<file path="config.mk">
export PLATFORM = sky130hd
export DESIGN_NAME = serial_adder_ctrl
export DESIGN_NICKNAME = d
export VERILOG_FILES = /design/src/rtl/serial_adder_ctrl.sv
export SDC_FILE = /design/constraint.sdc
export NUM_CORES = 1
export LEC_CHECK = 0
export CAP_MARGIN = 30
export CELL_PAD_IN_SITES_DETAIL_PLACEMENT = 2
export CELL_PAD_IN_SITES_GLOBAL_PLACEMENT = 2
export CORE_ASPECT_RATIO = 2
export CORE_UTILIZATION = 27
export DETAILED_ROUTE_END_ITERATION = 12
export GPL_ROUTABILITY_DRIVEN = 0
export PLACE_DENSITY = 0.85
export SLEW_MARGIN = 40
export SYNTH_ARGS = -nofsm -noshare
export SYNTH_HDL_FRONTEND = slang
export SYNTH_SLANG_ARGS = --single-unit
export TNS_END_PERCENT = 30
</file>
<file path="constraint.sdc">
create_clock -name clk -period 1.3 [get_ports clk]
set_clock_uncertainty 0.05 [all_clocks]
set_input_delay 0.39 -clock clk [delete_from_list [all_inputs] [get_ports clk]]
set_output_delay 0.39 -clock clk [all_outputs]
set_load 0.02 [all_outputs]
</file>
<file path="src/rtl/serial_adder_ctrl.sv">
// serial_adder_ctrl -- bit-serial adder controller.
//
// One 1-bit full-adder cell (full_adder_implicit) is stepped over WIDTH
// clock cycles. Each step adds one operand bit pair, LSB first, and a
// carry flip-flop carries the result into the next bit. This saves adder
// area at the cost of latency. A start/done handshake faces upstream
// logic. The result stays in sum/co until the next accepted start.
//
// Optional feature: define SERIAL_ADDER_OVF_EN to add the ovf output. It
// reports signed two's-complement overflow, captured together with co.
//
// Parameters
//   WIDTH   operand/result width in bits (>= 2)
//
// Ports
//   clk     rising-edge clock
//   rst_n   synchronous reset, active-low (aborts any operation)
//   start   request, sampled only while idle
//   a_in    operand A, captured on the accepting edge
//   b_in    operand B, captured on the accepting edge
//   ci_in   carry-in, captured on the accepting edge
//   busy    high while an operation is in progress (RUN or DONE)
//   done    one-cycle pulse; sum/co are valid from this cycle
//   sum     result register
//   co      final carry-out register
//   ovf     signed overflow (only with SERIAL_ADDER_OVF_EN)

module full_adder_implicit (
   input  logic ci,
   input  logic a,
   input  logic b,
   output logic co,
   output logic s
);

   assign {co, s} = {1'b0, a} + {1'b0, b} + {1'b0, ci};

endmodule

module serial_adder_ctrl #(
   parameter int WIDTH = 8
) (
   input  logic             clk,
   input  logic             rst_n,
   input  logic             start,
   input  logic [WIDTH-1:0] a_in,
   input  logic [WIDTH-1:0] b_in,
   input  logic             ci_in,
   output logic             busy,
   output logic             done,
   output logic [WIDTH-1:0] sum,
   output logic             co
`ifdef SERIAL_ADDER_OVF_EN
   ,
   output logic             ovf
`endif
);

   localparam int CNT_W = $clog2(WIDTH);
   localparam logic [CNT_W-1:0] CNT_LAST = CNT_W'(WIDTH - 1);

   typedef enum logic [1:0] {
      IDLE = 2'd0,
      RUN  = 2'd1,
      DONE = 2'd2
   } state_t;

   state_t           state;
   state_t           state_nxt;
   logic             load;
   logic             step;
   logic             last;

   logic [WIDTH-1:0] a_sh;
   logic [WIDTH-1:0] b_sh;
   logic             cy;
   logic [CNT_W-1:0] cnt;

   logic             cell_co;
   logic             cell_s;

   full_adder_implicit u_cell (
      .ci (cy),
      .a  (a_sh[0]),
      .b  (b_sh[0]),
      .co (cell_co),
      .s  (cell_s)
   );

   // Next-state and datapath strobes
   always_comb begin
      state_nxt = state;
      load      = 1'b0;
      step      = 1'b0;
      last      = 1'b0;
      case (state)
         IDLE: begin
            if (start) begin
               load      = 1'b1;
               state_nxt = RUN;
            end
         end
         RUN: begin
            step = 1'b1;
            if (cnt == CNT_LAST) begin
               last      = 1'b1;
               state_nxt = DONE;
            end
         end
         DONE: begin
            state_nxt = IDLE;
         end
         default: begin
            state_nxt = IDLE;
         end
      endcase
   end

   // State register; busy/done are decoded from the next state so they
   // come straight out of flops with no path from start.
   always_ff @(posedge clk) begin
      if (!rst_n) begin
         state <= IDLE;
         busy  <= 1'b0;
         done  <= 1'b0;
      end else begin
         state <= state_nxt;
         busy  <= (state_nxt != IDLE);
         done  <= (state_nxt == DONE);
      end
   end

   // Serial datapath: operands shift out LSB first, sum fills from the MSB
   // end so that after WIDTH steps bit 0 of the result sits in sum[0].
   always_ff @(posedge clk) begin
      if (!rst_n) begin
         a_sh <= '0;
         b_sh <= '0;
         cy   <= 1'b0;
         cnt  <= '0;
         sum  <= '0;
         co   <= 1'b0;
      end else if (load) begin
         a_sh <= a_in;
         b_sh <= b_in;
         cy   <= ci_in;
         cnt  <= '0;
         sum  <= '0;
         co   <= 1'b0;
      end else if (step) begin
         a_sh <= a_sh >> 1;
         b_sh <= b_sh >> 1;
         cy   <= cell_co;
         sum  <= {cell_s, sum[WIDTH-1:1]};
         // Park the counter at zero on the last bit so it never exceeds
         // WIDTH-1 when WIDTH is not a power of two.
         cnt  <= last ? '0 : cnt + 1'b1;
         if (last) begin
            co <= cell_co;
         end
      end
   end

`ifdef SERIAL_ADDER_OVF_EN
   // On the last step cy holds the carry into the MSB, and cell_co holds
   // the carry out of it.
   always_ff @(posedge clk) begin
      if (!rst_n) begin
         ovf <= 1'b0;
      end else if (load) begin
         ovf <= 1'b0;
      end else if (step && last) begin
         ovf <= cy ^ cell_co;
      end
   end
`endif

endmodule

</file>
==> impl_summary.log, run 1 <==
INFO  metric run_status = finished with violations
INFO  metric failed_checks = negative setup slack
INFO  metric dpl-instance-area = 1820 um^2
INFO  metric globalRouteTotalUtil = 21.8%
INFO  metric post_synth.cell_area_avg = 9.87 um^2
INFO  metric most_common_library_cell_in_the_layout_ignoring_fill_and_taps = sky130_fd_sc_hd__dfxtp_1
INFO  metric dpl.hpwl = 3210 um
INFO  metric detail_route.wirelength = ~5100 um
INFO  metric number_of_drc_violations_after_detailed_routing = 0
INFO  metric layout-area-overhead-vs-synth = 50.4%
INFO  metric synth-warning-count = 0
INFO  metric part_of_the_yosys_area_used_for_sequential_elements = between 40% and 50%
INFO  metric grt.overflow.total = 0
INFO  metric vias_per_cell = about 5.3
INFO  metric dr.first_iter.drc_count = 27
INFO  metric cts.path.max_buffers = 2
INFO  metric timing.critical_path.fanout_max = 6
INFO  metric max_capacitance_violation_count = 0
INFO  metric drtPass1Iterations = 4
INFO  metric hold_path_class = flip-flop to flip-flop
INFO  metric mappedNetlistArea = ~1300 um^2
INFO  metric final.min_clock_period = about 1.3 ns
INFO  metric synth_cell_types = 30
INFO  metric final_cells = 246
INFO  metric top_level_ports = 31
INFO  metric critPathCaptureType = flip-flop
INFO  metric leakagePower = about 0.83 nW
INFO  metric floorplan.rows = 35
INFO  metric finalHoldViolCount = 0
INFO  metric least_setup_slack_across_all_paths_after_layout = -0.0249 ns
INFO  metric fillCellCount = roughly 460
INFO  metric min_period_over_period = 102%
INFO  metric die_height = 101 um
INFO  metric antenna-diode-count = 0
INFO  metric clock_input_transition_at_the_sequential_cells_of_the_worst_setup_and_hold_paths = 0.07 ns
INFO  metric post-route-cell-area = 2000 um^2
INFO  metric cts_tree = done
INFO  metric maximum_number_of_pins_on_one_net_before_global_route_repair = 15
INFO  metric layout_common_cells = sky130_fd_sc_hd__dfxtp_1, sky130_fd_sc_hd__buf_4, sky130_fd_sc_hd__nand2_1
INFO  metric yosys_register_bits = 33
INFO  metric critical_path_arrival = 1.51 ns
INFO  metric clk_latency = 0.29 ns
INFO  metric postSynthCellCount = 135
INFO  metric fp.dieW = around 52 um
INFO  metric dpl.cell_count = 232
INFO  metric unrepaired_setup_endpoints_after_global_routing = yes
INFO  metric h_tree_levels = 2
INFO  metric vias = 1,308
INFO  metric totalPowerFinal = 2.20 mW
INFO  metric slew_violations = 0
INFO  metric postCtsHoldBufs = 0
INFO  metric cts_inserted_buffers = 5
INFO  metric grt_first_pass_wirelength = 7910 um
INFO  metric clkSinkCount = 33
INFO  metric syn_nets = 158
INFO  metric placement.setup.worst_slack = -0.713 ns
INFO  metric setup.worst_path.start_class = flip-flop
INFO  metric portBuffers = 30
INFO  metric total_power_per_unit_cell_area = roughly 1100 nW/um^2
INFO  metric slew_hr = 77.9%
INFO  metric die_area = 5240 um^2
INFO  metric setup.reg_to_reg.worst_slack = -0.02 ns
INFO  metric final_nets = around 210
INFO  metric placeableCoreArea = 4690 um^2
INFO  metric timing.fmax = 0.755 GHz
INFO  metric postRouteAntennaNets = 0
INFO  metric drive_above_1_share = roughly 40%
INFO  metric max_slew.worst_pin.slew = 0.330 ns
INFO  metric timing.final.setup_violations = 4
INFO  metric post_drt_wl_per_cell = 20.7 um
INFO  metric antenna_found_initial = 0
INFO  metric seqCellArea = approximately 670 um^2
INFO  metric starting_utilization_of_the_core_area = 28.4%
INFO  metric grt_pass1_vias = between 1,000 and 1,500
INFO  metric fin_util = 42.8%
INFO  metric worst_vdd_rail_ir_drop = 853 uV
INFO  metric worst-endpoint-required = between 1 and 1.5 ns
INFO  metric multiInputGateArea = 717 um^2
INFO  metric clock_tree.root_cell = sky130_fd_sc_hd__clkbuf_8
INFO  metric worstSetupPathType = flip-flop to flip-flop
## worst max-delay path: stages, from the launching register on
cell                      delay [ns]
sky130_fd_sc_hd__dfxtp_2        0.33
sky130_fd_sc_hd__buf_6          0.13
sky130_fd_sc_hd__nor3b_4        0.31
sky130_fd_sc_hd__and2_4         0.27
sky130_fd_sc_hd__a221o_1        0.18
## path summary, 6_finish.rpt
| kind | startpoint | to | cells past startpoint |
|---|---|---|---|
| worst max-delay path | state[1] | a_sh[3] | 4 |
| worst min-delay path | a_sh[3] | a_sh[2] | 1 |
| worst max register to register | state[1] | a_sh[3] | 4 |
| worst min register to register | a_sh[3] | a_sh[2] | 1 |
## timing repair
| action | in CTS | in global routing |
|---|---|---|
| setup buffers | 2 | 3 |
| pin swaps | 5 | 6 |
| setup endpoints to repair | 44 | 28 |
| gates cloned | 2 | 1 |
| resized for setup | 71 | 14 |
## layer usage
metal  wire length, um  global-route usage [%]  share of wire, %
met3               158                    4.95               3.1
met4               264                    15.4               5.2
met2              3000                    41.6                59
met1              1670                    18.7                33
met5                 0                       0                 0
## Yosys cell counts
cell | instances | area share, %
sky130_fd_sc_hd__buf_2 | 4 | 1.5
sky130_fd_sc_hd__nand2b_2 | 1 | 0.66
sky130_fd_sc_hd__a211oi_1 | 1 | 0.56
sky130_fd_sc_hd__and3_1 | 10 | 4.7
sky130_fd_sc_hd__dfxtp_1 | 33 | 50
sky130_fd_sc_hd__nand3_1 | 1 | 0.38
sky130_fd_sc_hd__nand4_1 | 1 | 0.47
sky130_fd_sc_hd__o21ba_2 | 1 | 0.75
sky130_fd_sc_hd__nor3b_1 | 3 | 1.7
sky130_fd_sc_hd__o21ai_0 | 1 | 0.38
sky130_fd_sc_hd__nor3_1 | 4 | 1.5
sky130_fd_sc_hd__a21oi_1 | 15 | 5.6
sky130_fd_sc_hd__nand2_1 | 19 | 5.4
sky130_fd_sc_hd__nor2b_1 | 1 | 0.47
sky130_fd_sc_hd__inv_2 | 1 | 0.28
sky130_fd_sc_hd__buf_4 | 1 | 0.56
sky130_fd_sc_hd__o221a_2 | 3 | 2.5
sky130_fd_sc_hd__nor2_1 | 5 | 1.4
sky130_fd_sc_hd__ha_1 | 2 | 1.9
sky130_fd_sc_hd__and2_4 | 1 | 0.66
sky130_fd_sc_hd__a221o_1 | 12 | 9.0
sky130_fd_sc_hd__nor3b_2 | 1 | 0.94
sky130_fd_sc_hd__a22oi_1 | 2 | 1.1
sky130_fd_sc_hd__inv_1 | 4 | 1.1
sky130_fd_sc_hd__clkbuf_1 | 1 | 0.28
sky130_fd_sc_hd__o21bai_4 | 1 | 1.4
sky130_fd_sc_hd__fa_1 | 1 | 1.5
sky130_fd_sc_hd__nor4b_1 | 1 | 0.66
sky130_fd_sc_hd__buf_6 | 3 | 2.5
sky130_fd_sc_hd__nand2b_1 | 1 | 0.47
## state kept, by name, indices dropped and copies added, names as in the netlist
name,cells
cnt,3
state,2
a_sh,8
cy,1
done,1
busy,1
co,1
sum,8
b_sh,8
## power by group
part / internal [mW] / switching, mW
logic: 0.173 / 0.160
clock network: 0.371 / 0.407
registers: 1.05 / 0.0342
## through the flow
stage | hold slack (ns) | TNS [ns]
3_3_place_gp | 0.391 | -16.67
4_1_cts | 0.438 | -0.0151
2_1_floorplan | 0.386 | 0
5_1_grt | 0.469 | -0.485
3_5_place_dp | 0.419 | -19.91
6_report | 0.437 | -0.0649
## kinds of logic (layout without fill, tap and decap cells)
group | after synthesis | after routing | share of synthesized area (%)
fa+ha+maj | 3 | 3 | 3.38
simple gates | 49 | 50 | 19.3
flops | 33 | 33 | 49.6
compound gates | 36 | 37 | 21.4
buf+inv | 14 | 68 | 6.29
## cell type report
type	instances	share of cell area, %
timing repair buffer	55	22.2
tap	55	3.43
sequential	33	33.5
clock buffer	6	3.62
inverter	5	1.06
multi-input combinational	90	35.8
clock inverter	2	0.499
Note: power is estimated with default switching activity, not from simulation.
==> run 2, diff against run 1 <==
Settings changed: GPL_ROUTABILITY_DRIVEN 0 to unset.
==> results of run 2 <==
Final layout, timing and power as in run 1 (identical DEF).
